--- config.mk ---
export PLATFORM = sky130hd
export DESIGN_NAME = pong_game_ctrl_flat
export DESIGN_NICKNAME = d
export VERILOG_FILES = /design/src/rtl/pong_pkg.sv /design/src/rtl/pong_game_ctrl_if.sv /design/src/rtl/lfsr5.sv /design/src/rtl/pong_game_ctrl.sv /design/src/flat_wrapper.sv
export SDC_FILE = /design/constraint.sdc
export NUM_CORES = 1
export LEC_CHECK = 0
export CORE_MARGIN = 4
export CORE_UTILIZATION = 30
export CTS_BUF_LIST = sky130_fd_sc_hd__clkbuf_8
export CTS_CLUSTER_DIAMETER = 60
export DETAILED_ROUTE_END_ITERATION = 16
export GPL_TIMING_DRIVEN = 0
export SLEW_MARGIN = 0
export SYNTH_ARGS = -nofsm -noshare
export SYNTH_HDL_FRONTEND = slang
export SYNTH_HIERARCHICAL = 1
export SYNTH_SLANG_ARGS = --single-unit
export TNS_END_PERCENT = 1
--- constraint.sdc ---
create_clock -name clk -period 5.15 [get_ports clk]
set_input_delay 1.03 -clock clk [delete_from_list [all_inputs] [get_ports clk]]
set_output_delay 1.03 -clock clk [all_outputs]
set_load 0.02 [all_outputs]
--- src/rtl/pong_pkg.sv ---
// rtl/pong_pkg.sv - shared phase encoding, field widths and LFSR constants for the pong blocks
package pong_pkg;

    localparam int SCORE_W = 4;
    localparam int SPEED_W = 5;
    localparam int LFSR_W  = 5;

    // x^5 + x^3 + 1: feedback taps on bits 4 and 2 of a left-shifting register
    localparam logic [LFSR_W-1:0] LFSR_TAPS = 5'b10100;
    localparam logic [LFSR_W-1:0] LFSR_SEED = 5'b00001;

    typedef enum logic [2:0] {
        PH_IDLE     = 3'd0,
        PH_SERVE    = 3'd1,
        PH_PLAY     = 3'd2,
        PH_POINT    = 3'd3,
        PH_GAMEOVER = 3'd4
    } phase_e;

    function automatic logic [LFSR_W-1:0] lfsr_next(input logic [LFSR_W-1:0] s);
        return {s[LFSR_W-2:0], ^(s & LFSR_TAPS)};
    endfunction

endpackage

--- src/rtl/pong_game_ctrl_if.sv ---
// rtl/pong_game_ctrl_if.sv - control/event link between the game sequencer and the ball engine
interface pong_game_ctrl_if;
    import pong_pkg::*;

    logic                       ball_reset;
    logic signed [SPEED_W-1:0]  speed;
    logic [LFSR_W-1:0]          entropy;
    logic                       out_left;
    logic                       out_right;

    modport master (output ball_reset, output speed, output entropy,
                    input  out_left, input out_right);
    modport slave  (input  ball_reset, input speed, input entropy,
                    output out_left, output out_right);
endinterface

--- src/rtl/lfsr5.sv ---
// rtl/lfsr5.sv - free-running 5-bit Fibonacci LFSR with synchronous seed on reset
module lfsr5
    import pong_pkg::*;
(
    input  logic              clk,
    input  logic              reset,
    output logic [LFSR_W-1:0] state
);

    // Step every cycle; the seed is nonzero so the all-zero lockup state is never entered
    always_ff @(posedge clk) begin
        if (reset) state <= LFSR_SEED;
        else       state <= lfsr_next(state);
    end

endmodule

--- src/rtl/pong_game_ctrl.sv ---
// rtl/pong_game_ctrl.sv - match sequencer: serve/rally/point/game-over phases, scoring and speed ramp
module pong_game_ctrl
    import pong_pkg::*;
#(
    parameter int WIN_SCORE   = 9,
    parameter int SERVE_TICKS = 2000,
    parameter int POINT_TICKS = 1000,
    parameter int SPEED_INIT  = 4,
    parameter int SPEED_MAX   = 15,
    parameter int RAMP_TICKS  = 4000
) (
    input  logic                clk,
    input  logic                reset,
    input  logic                start,
    pong_game_ctrl_if.master    ball,
    output logic [SCORE_W-1:0]  lscore,
    output logic [SCORE_W-1:0]  rscore,
    output logic                game_over,
    output logic                winner,
    output logic [2:0]          phase
);

    localparam int T_MAX0 = (SERVE_TICKS > POINT_TICKS) ? SERVE_TICKS : POINT_TICKS;
    localparam int T_MAX  = (T_MAX0 > RAMP_TICKS) ? T_MAX0 : RAMP_TICKS;
    localparam int TW     = $clog2(T_MAX + 1);

    localparam logic [TW-1:0] SERVE_LAST = TW'(SERVE_TICKS - 1);
    localparam logic [TW-1:0] POINT_LAST = TW'(POINT_TICKS - 1);
    localparam logic [TW-1:0] RAMP_LAST  = TW'(RAMP_TICKS - 1);

    localparam logic signed [SPEED_W-1:0] SPD_INIT = SPEED_W'(SPEED_INIT);
    localparam logic signed [SPEED_W-1:0] SPD_MAX  = SPEED_W'(SPEED_MAX);
    localparam logic [SCORE_W-1:0]        SCORE_WIN = SCORE_W'(WIN_SCORE);
    localparam logic [SCORE_W-1:0]        SCORE_SAT = '1;

    phase_e                     state, state_n;
    logic [TW-1:0]              timer, timer_n;
    logic signed [SPEED_W-1:0]  speed_q, speed_n;
    logic [SCORE_W-1:0]         lscore_n, rscore_n;
    logic [SCORE_W-1:0]         lscore_inc, rscore_inc;
    logic                       game_over_n, winner_n;
    logic                       start_q, start_rise;
    logic                       ball_reset_q;
    logic [LFSR_W-1:0]          lfsr_q;

    assign start_rise = start & ~start_q;
    assign lscore_inc = (lscore == SCORE_SAT) ? SCORE_SAT : lscore + SCORE_W'(1);
    assign rscore_inc = (rscore == SCORE_SAT) ? SCORE_SAT : rscore + SCORE_W'(1);

    lfsr5 u_lfsr (
        .clk   (clk),
        .reset (reset),
        .state (lfsr_q)
    );

    assign ball.entropy    = lfsr_q;
    assign ball.speed      = speed_q;
    assign ball.ball_reset = ball_reset_q;
    assign phase           = state;

    // State and datapath registers; ball_reset trails the phase by one cycle
    always_ff @(posedge clk) begin
        if (reset) begin
            state        <= PH_IDLE;
            timer        <= '0;
            speed_q      <= '0;
            lscore       <= '0;
            rscore       <= '0;
            game_over    <= 1'b0;
            winner       <= 1'b0;
            start_q      <= 1'b0;
            ball_reset_q <= 1'b1;
        end else begin
            state        <= state_n;
            timer        <= timer_n;
            speed_q      <= speed_n;
            lscore       <= lscore_n;
            rscore       <= rscore_n;
            game_over    <= game_over_n;
            winner       <= winner_n;
            start_q      <= start;
            ball_reset_q <= (state != PH_PLAY);
        end
    end

    // Phase sequencing, scoring, timer and speed ramp
    always_comb begin
        state_n     = state;
        timer_n     = timer;
        speed_n     = speed_q;
        lscore_n    = lscore;
        rscore_n    = rscore;
        game_over_n = game_over;
        winner_n    = winner;
        case (state)
            PH_IDLE, PH_GAMEOVER: begin
                if (start_rise) begin
                    state_n     = PH_SERVE;
                    timer_n     = '0;
                    speed_n     = SPD_INIT;
                    lscore_n    = '0;
                    rscore_n    = '0;
                    game_over_n = 1'b0;
                end
            end
            PH_SERVE: begin
                if (timer == SERVE_LAST) begin
                    state_n = PH_PLAY;
                    timer_n = '0;
                end else begin
                    timer_n = timer + TW'(1);
                end
            end
            PH_PLAY: begin
                // A simultaneous double exit is credited to the right player
                if (ball.out_left) begin
                    rscore_n = rscore_inc;
                    if (rscore_inc == SCORE_WIN) begin
                        state_n     = PH_GAMEOVER;
                        game_over_n = 1'b1;
                        winner_n    = 1'b1;
                    end else begin
                        state_n = PH_POINT;
                        timer_n = '0;
                    end
                end else if (ball.out_right) begin
                    lscore_n = lscore_inc;
                    if (lscore_inc == SCORE_WIN) begin
                        state_n     = PH_GAMEOVER;
                        game_over_n = 1'b1;
                        winner_n    = 1'b0;
                    end else begin
                        state_n = PH_POINT;
                        timer_n = '0;
                    end
                end else if (timer == RAMP_LAST) begin
                    timer_n = '0;
                    speed_n = (speed_q >= SPD_MAX) ? SPD_MAX : speed_q + SPEED_W'(1);
                end else begin
                    timer_n = timer + TW'(1);
                end
            end
            PH_POINT: begin
                if (timer == POINT_LAST) begin
                    state_n = PH_SERVE;
                    timer_n = '0;
                    speed_n = SPD_INIT;
                end else begin
                    timer_n = timer + TW'(1);
                end
            end
            default: state_n = PH_IDLE;
        endcase
    end

endmodule

--- src/flat_wrapper.sv ---
// flat-port wrapper written by rule: the top's interface ports become plain ports
module pong_game_ctrl_flat import pong_pkg::*;
#(
    parameter int WIN_SCORE   = 9,
    parameter int SERVE_TICKS = 2000,
    parameter int POINT_TICKS = 1000,
    parameter int SPEED_INIT  = 4,
    parameter int SPEED_MAX   = 15,
    parameter int RAMP_TICKS  = 4000
)
  (clk, reset, start, lscore, rscore, game_over, winner, phase, ball_ball_reset, ball_speed, ball_entropy, ball_out_left, ball_out_right);
  pong_game_ctrl_if ball_i ();
  input  logic clk;
  input  logic reset;
  input  logic start;
  output logic [SCORE_W-1:0] lscore;
  output logic [SCORE_W-1:0] rscore;
  output logic game_over;
  output logic winner;
  output logic [2:0] phase;
  output wire logic [$bits(ball_i.ball_reset)-1:0] ball_ball_reset;
  output wire logic [$bits(ball_i.speed)-1:0] ball_speed;
  output wire logic [$bits(ball_i.entropy)-1:0] ball_entropy;
  input wire logic [$bits(ball_i.out_left)-1:0] ball_out_left;
  input wire logic [$bits(ball_i.out_right)-1:0] ball_out_right;
  assign ball_ball_reset = ball_i.ball_reset;
  assign ball_speed = ball_i.speed;
  assign ball_entropy = ball_i.entropy;
  assign ball_i.out_left = ball_out_left;
  assign ball_i.out_right = ball_out_right;
  pong_game_ctrl #(.WIN_SCORE(WIN_SCORE), .SERVE_TICKS(SERVE_TICKS), .POINT_TICKS(POINT_TICKS), .SPEED_INIT(SPEED_INIT), .SPEED_MAX(SPEED_MAX), .RAMP_TICKS(RAMP_TICKS)) u_core (.clk(clk), .reset(reset), .start(start), .ball(ball_i), .lscore(lscore), .rscore(rscore), .game_over(game_over), .winner(winner), .phase(phase));
endmodule
==> impl_metrics.toml <==
[sta]
timing.final.crit_share_pct = 52.4
time_the_worst_path_needs_with_i_o_delays_and_setup_ns = 2.70
setup-tns-final_ns = 0
final-hold-violation-count = 0
timing.final.setup_violations = 0
total_count_of_max_transition_violations_in_the_final_report = 0
worst-slew-pin-transition_ns = 0.600
fmax_mhz = 370
timing.max_slew.rel_slack_pct = 60.0
fin_worst_skew_ns = 0.00479
unrepaired_setup_endpoints_after_global_routing = "false"

[worst_setup_path]
required_time_at_the_endpoint_of_the_critical_path_ns = 5.35
path_class = "input pin to flop"
worst_r2r_startpoint = "u_core/ball.speed[0]$_SDFFE_PP0P_"
crit_path_start_kind = "input pin"
largest_stage_delay_on_the_critical_path_ns = 0.55
setup.worst_path.start = "ball_out_left"
worst-path-max-fanout = 10
worstPathCellList = "clkdlybuf4s50_1 > nor2_1 > nand2_2 > o211ai_1 > buf_2 > a21oi_1 > a311oi_2"
kind_of_end_point_of_the_critical_path = "flop"
critical_path.n_buffers_inverters = 2
arrival_ns = 2.91
worst_path_dominant_cell_family = "buffers and inverters"
crit_slowest_cell = "sky130_fd_sc_hd__clkdlybuf4s50_1"

[yosys]
ys_ff_latch = 37
synth.distinct_cells = 59
ys_top_cells_by_count = "sky130_fd_sc_hd__dfxtp_1, sky130_fd_sc_hd__nand3_1, sky130_fd_sc_hd__a21oi_1"
synth_top_area_cell = "sky130_fd_sc_hd__dfxtp_1"
synth_top_area_share_pct = 36.3
syn-instance-count = 235
synth-async-reset-ratio_pct = 0
synth_edf_count = 0
synth-warning-count = 6
netlist_area_sq_mm = 0.00204
mappedNetlistNets = 248
netlist_top_cells_area = "sky130_fd_sc_hd__dfxtp_1, sky130_fd_sc_hd__ha_1, sky130_fd_sc_hd__nand3_1, sky130_fd_sc_hd__a21oi_1, sky130_fd_sc_hd__a31oi_1"
synth_area_per_cell_sq_um = 8.67
ys_seq_area_share_pct = 36.3
ys_dominant_reg_cell = "sky130_fd_sc_hd__dfxtp_1"
top_count_cell_post_synth = "sky130_fd_sc_hd__dfxtp_1"

[placement]
post_dp_cell_area_sq_mm = 0.00241
estimated_wirelength_of_the_detail_placed_design_um = 3580
place.gp.congestion = 0.802
place.port_buffers = 28
dp_cells = 340

[pwr]
p_leak_nw = 0.865
power.ir.vdd_worst_uv = 102
power_density_mw_per_mm2 = 265
total_power_w = 0.000662

[global_route]
grt_overflow_total = 0
grt_start_max_net_pins = 13
antenna_found_initial = 0
via_count_of_the_first_global_routing_pass = 1668
grt_util_all_layers_pct = 12.5
first_pass_grt_wire_length_um = 8320

[final_layout]
final_layout_fill_cell_count = 659
finalNonFillerCells = 348
antennaDiodeCount = 0
final_net_count = 283
final_design_area_no_fill_sq_mm = 0.00250
fin_util_pct = 38.7
flow.area_growth_from_synthesis_pct = 22.7
layout_cell_share_with_drive_strength_beyond_1_pct = 11.1

[clock_network]
cts_max_path_buffers = 2
cts_hold_buffers = 0
cts-buffers-inserted = 5
tritoncts_num_sinks = 37
clkTransAtPathRegs_ns = 0.08
tritoncts_clock_tree = "yes"
htree_levels = 2
cts_setup_buffers = 0
insertion_delay_ns = 0.29
ctsRootBufferMaster = "sky130_fd_sc_hd__clkbuf_8"
cts_resized = 0

[die]
initial_utilization_pct = 31.6
rows = 29
boundaryPins = 29
horizontal_die_dimension_um = 90.4
die-height_um = 90.4
core_region_area_sq_mm = 0.00646
dieArea_sq_mm = 0.00818

[outcome]
outcome = "completed"

[worst_hold_path]
type_of_the_most_critical_hold_path = "flop to flop"
worst_hold_startpoint = "u_core/u_lfsr/state[3]$_SDFF_PP0_"

[route]
drc_errors = 0
route.vias.total = 1913
vias_per_cell = 5.50
ant_nets = 0
wirelength_um = 5080
drt-pass1-iter-count = 4
drt_first_iter_violations = 83
wl_per_cell_um = 14.6

[job]
drv.max_cap_violation_count = 0
## cells in the final DEF (no fill, tap or decap), types with 6 or more instances in the layout
master | Yosys | layout
sky130_fd_sc_hd__dfxtp_1 | 37 | 37
sky130_fd_sc_hd__o21ai_0 | 11 | 11
sky130_fd_sc_hd__a31oi_1 | 9 | 9
sky130_fd_sc_hd__nor3_1 | 7 | 7
sky130_fd_sc_hd__or3_1 | 6 | 6
sky130_fd_sc_hd__o21ai_1 | 6 | 6
sky130_fd_sc_hd__clkdlybuf4s50_1 | 0 | 28
sky130_fd_sc_hd__inv_1 | 12 | 12
sky130_fd_sc_hd__nand3_1 | 17 | 17
sky130_fd_sc_hd__nor2_1 | 14 | 14
sky130_fd_sc_hd__ha_1 | 8 | 8
sky130_fd_sc_hd__a21oi_1 | 15 | 15
sky130_fd_sc_hd__nand2_1 | 10 | 10
## layer usage
metal | global-route usage, % | wire [um] | up-vias
met2 | 19.4 | 2280 | 40
met1 | 16.6 | 2520 | 907
li1 | - | - | 961
met3 | 2.92 | 200 | 5
met5 | 0 | 0 | -
met4 | 5.10 | 78 | 0
## worst paths after layout
| kind | cells past startpoint | slack [ns] | to |
|---|---|---|---|
| hold / removal | 1 | 0.46 | u_core/u_lfsr/state[4]$_SDFF_PP0_ |
| setup reg to reg | 9 | 2.81 | u_core/ball.speed[2]$_SDFFE_PP0P_ |
| hold reg to reg | 1 | 0.46 | u_core/u_lfsr/state[4]$_SDFF_PP0_ |
| setup / recovery | 7 | 2.45 | u_core/timer[7]$_SDFFE_PP0P_ |
## metrics by stage
| stage | hold slack (ns) | worst slack (ns) |
|---|---|---|
| final | 0.465 | 2.45 |
| after CTS | 0.470 | 2.45 |
| after floorplan | 0.467 | 2.96 |
| after global routing | 0.481 | 2.32 |
| after global placement | 0.449 | 2.16 |
| after detailed placement | 0.457 | 2.14 |
## power by group
part	total, W	switching [W]	leakage, nW	internal (W)
registers	0.000316	0.0000169	0.301	0.000299
clock network	0.000203	0.000109	0.0439	0.0000935
logic	0.000144	0.0000856	0.520	0.0000580
## sequential cells by signal, summed over array words and instances (netlist names)
name                    count
u_core/timer               12
u_core/game_over            1
u_core/u_lfsr/state         5
u_core/ball.ball_reset      1
u_core/lscore               4
u_core/phase                3
u_core/ball.speed           5
u_core/rscore               4
u_core/winner               1
u_core/start_q              1
## final cells by class
cell class / instances / area, sq um / area share, %
Buffer: 7 / 33.8 / 1.35
Clock buffer: 5 / 68.8 / 2.75
Clock inverter: 3 / 17.5 / 0.700
Inverter: 12 / 45.0 / 1.80
Multi-Input combinational cell: 179 / 1220 / 48.7
Sequential cell: 37 / 741 / 29.6
Tap cell: 77 / 96.3 / 3.85
Timing Repair Buffer: 28 / 280 / 11.2
## kinds of logic (layout without fill, tap and decap cells)
kind of cell             after synthesis  count (layout)  synth area share, %
flip-flops                            37              37                 36.3
multiplexers                           1               1                0.491
buffers and inverters                 19              55                 3.87
AND/OR/NAND/NOR                       99              99                 29.5
adder cells (fa/ha/maj)                8               8                 4.91
AO/OA/AOI/OAI                         70              70                 24.4
XOR/XNOR                               1               1                0.430
No activity file was read; power rests on OpenSTA's default activity.
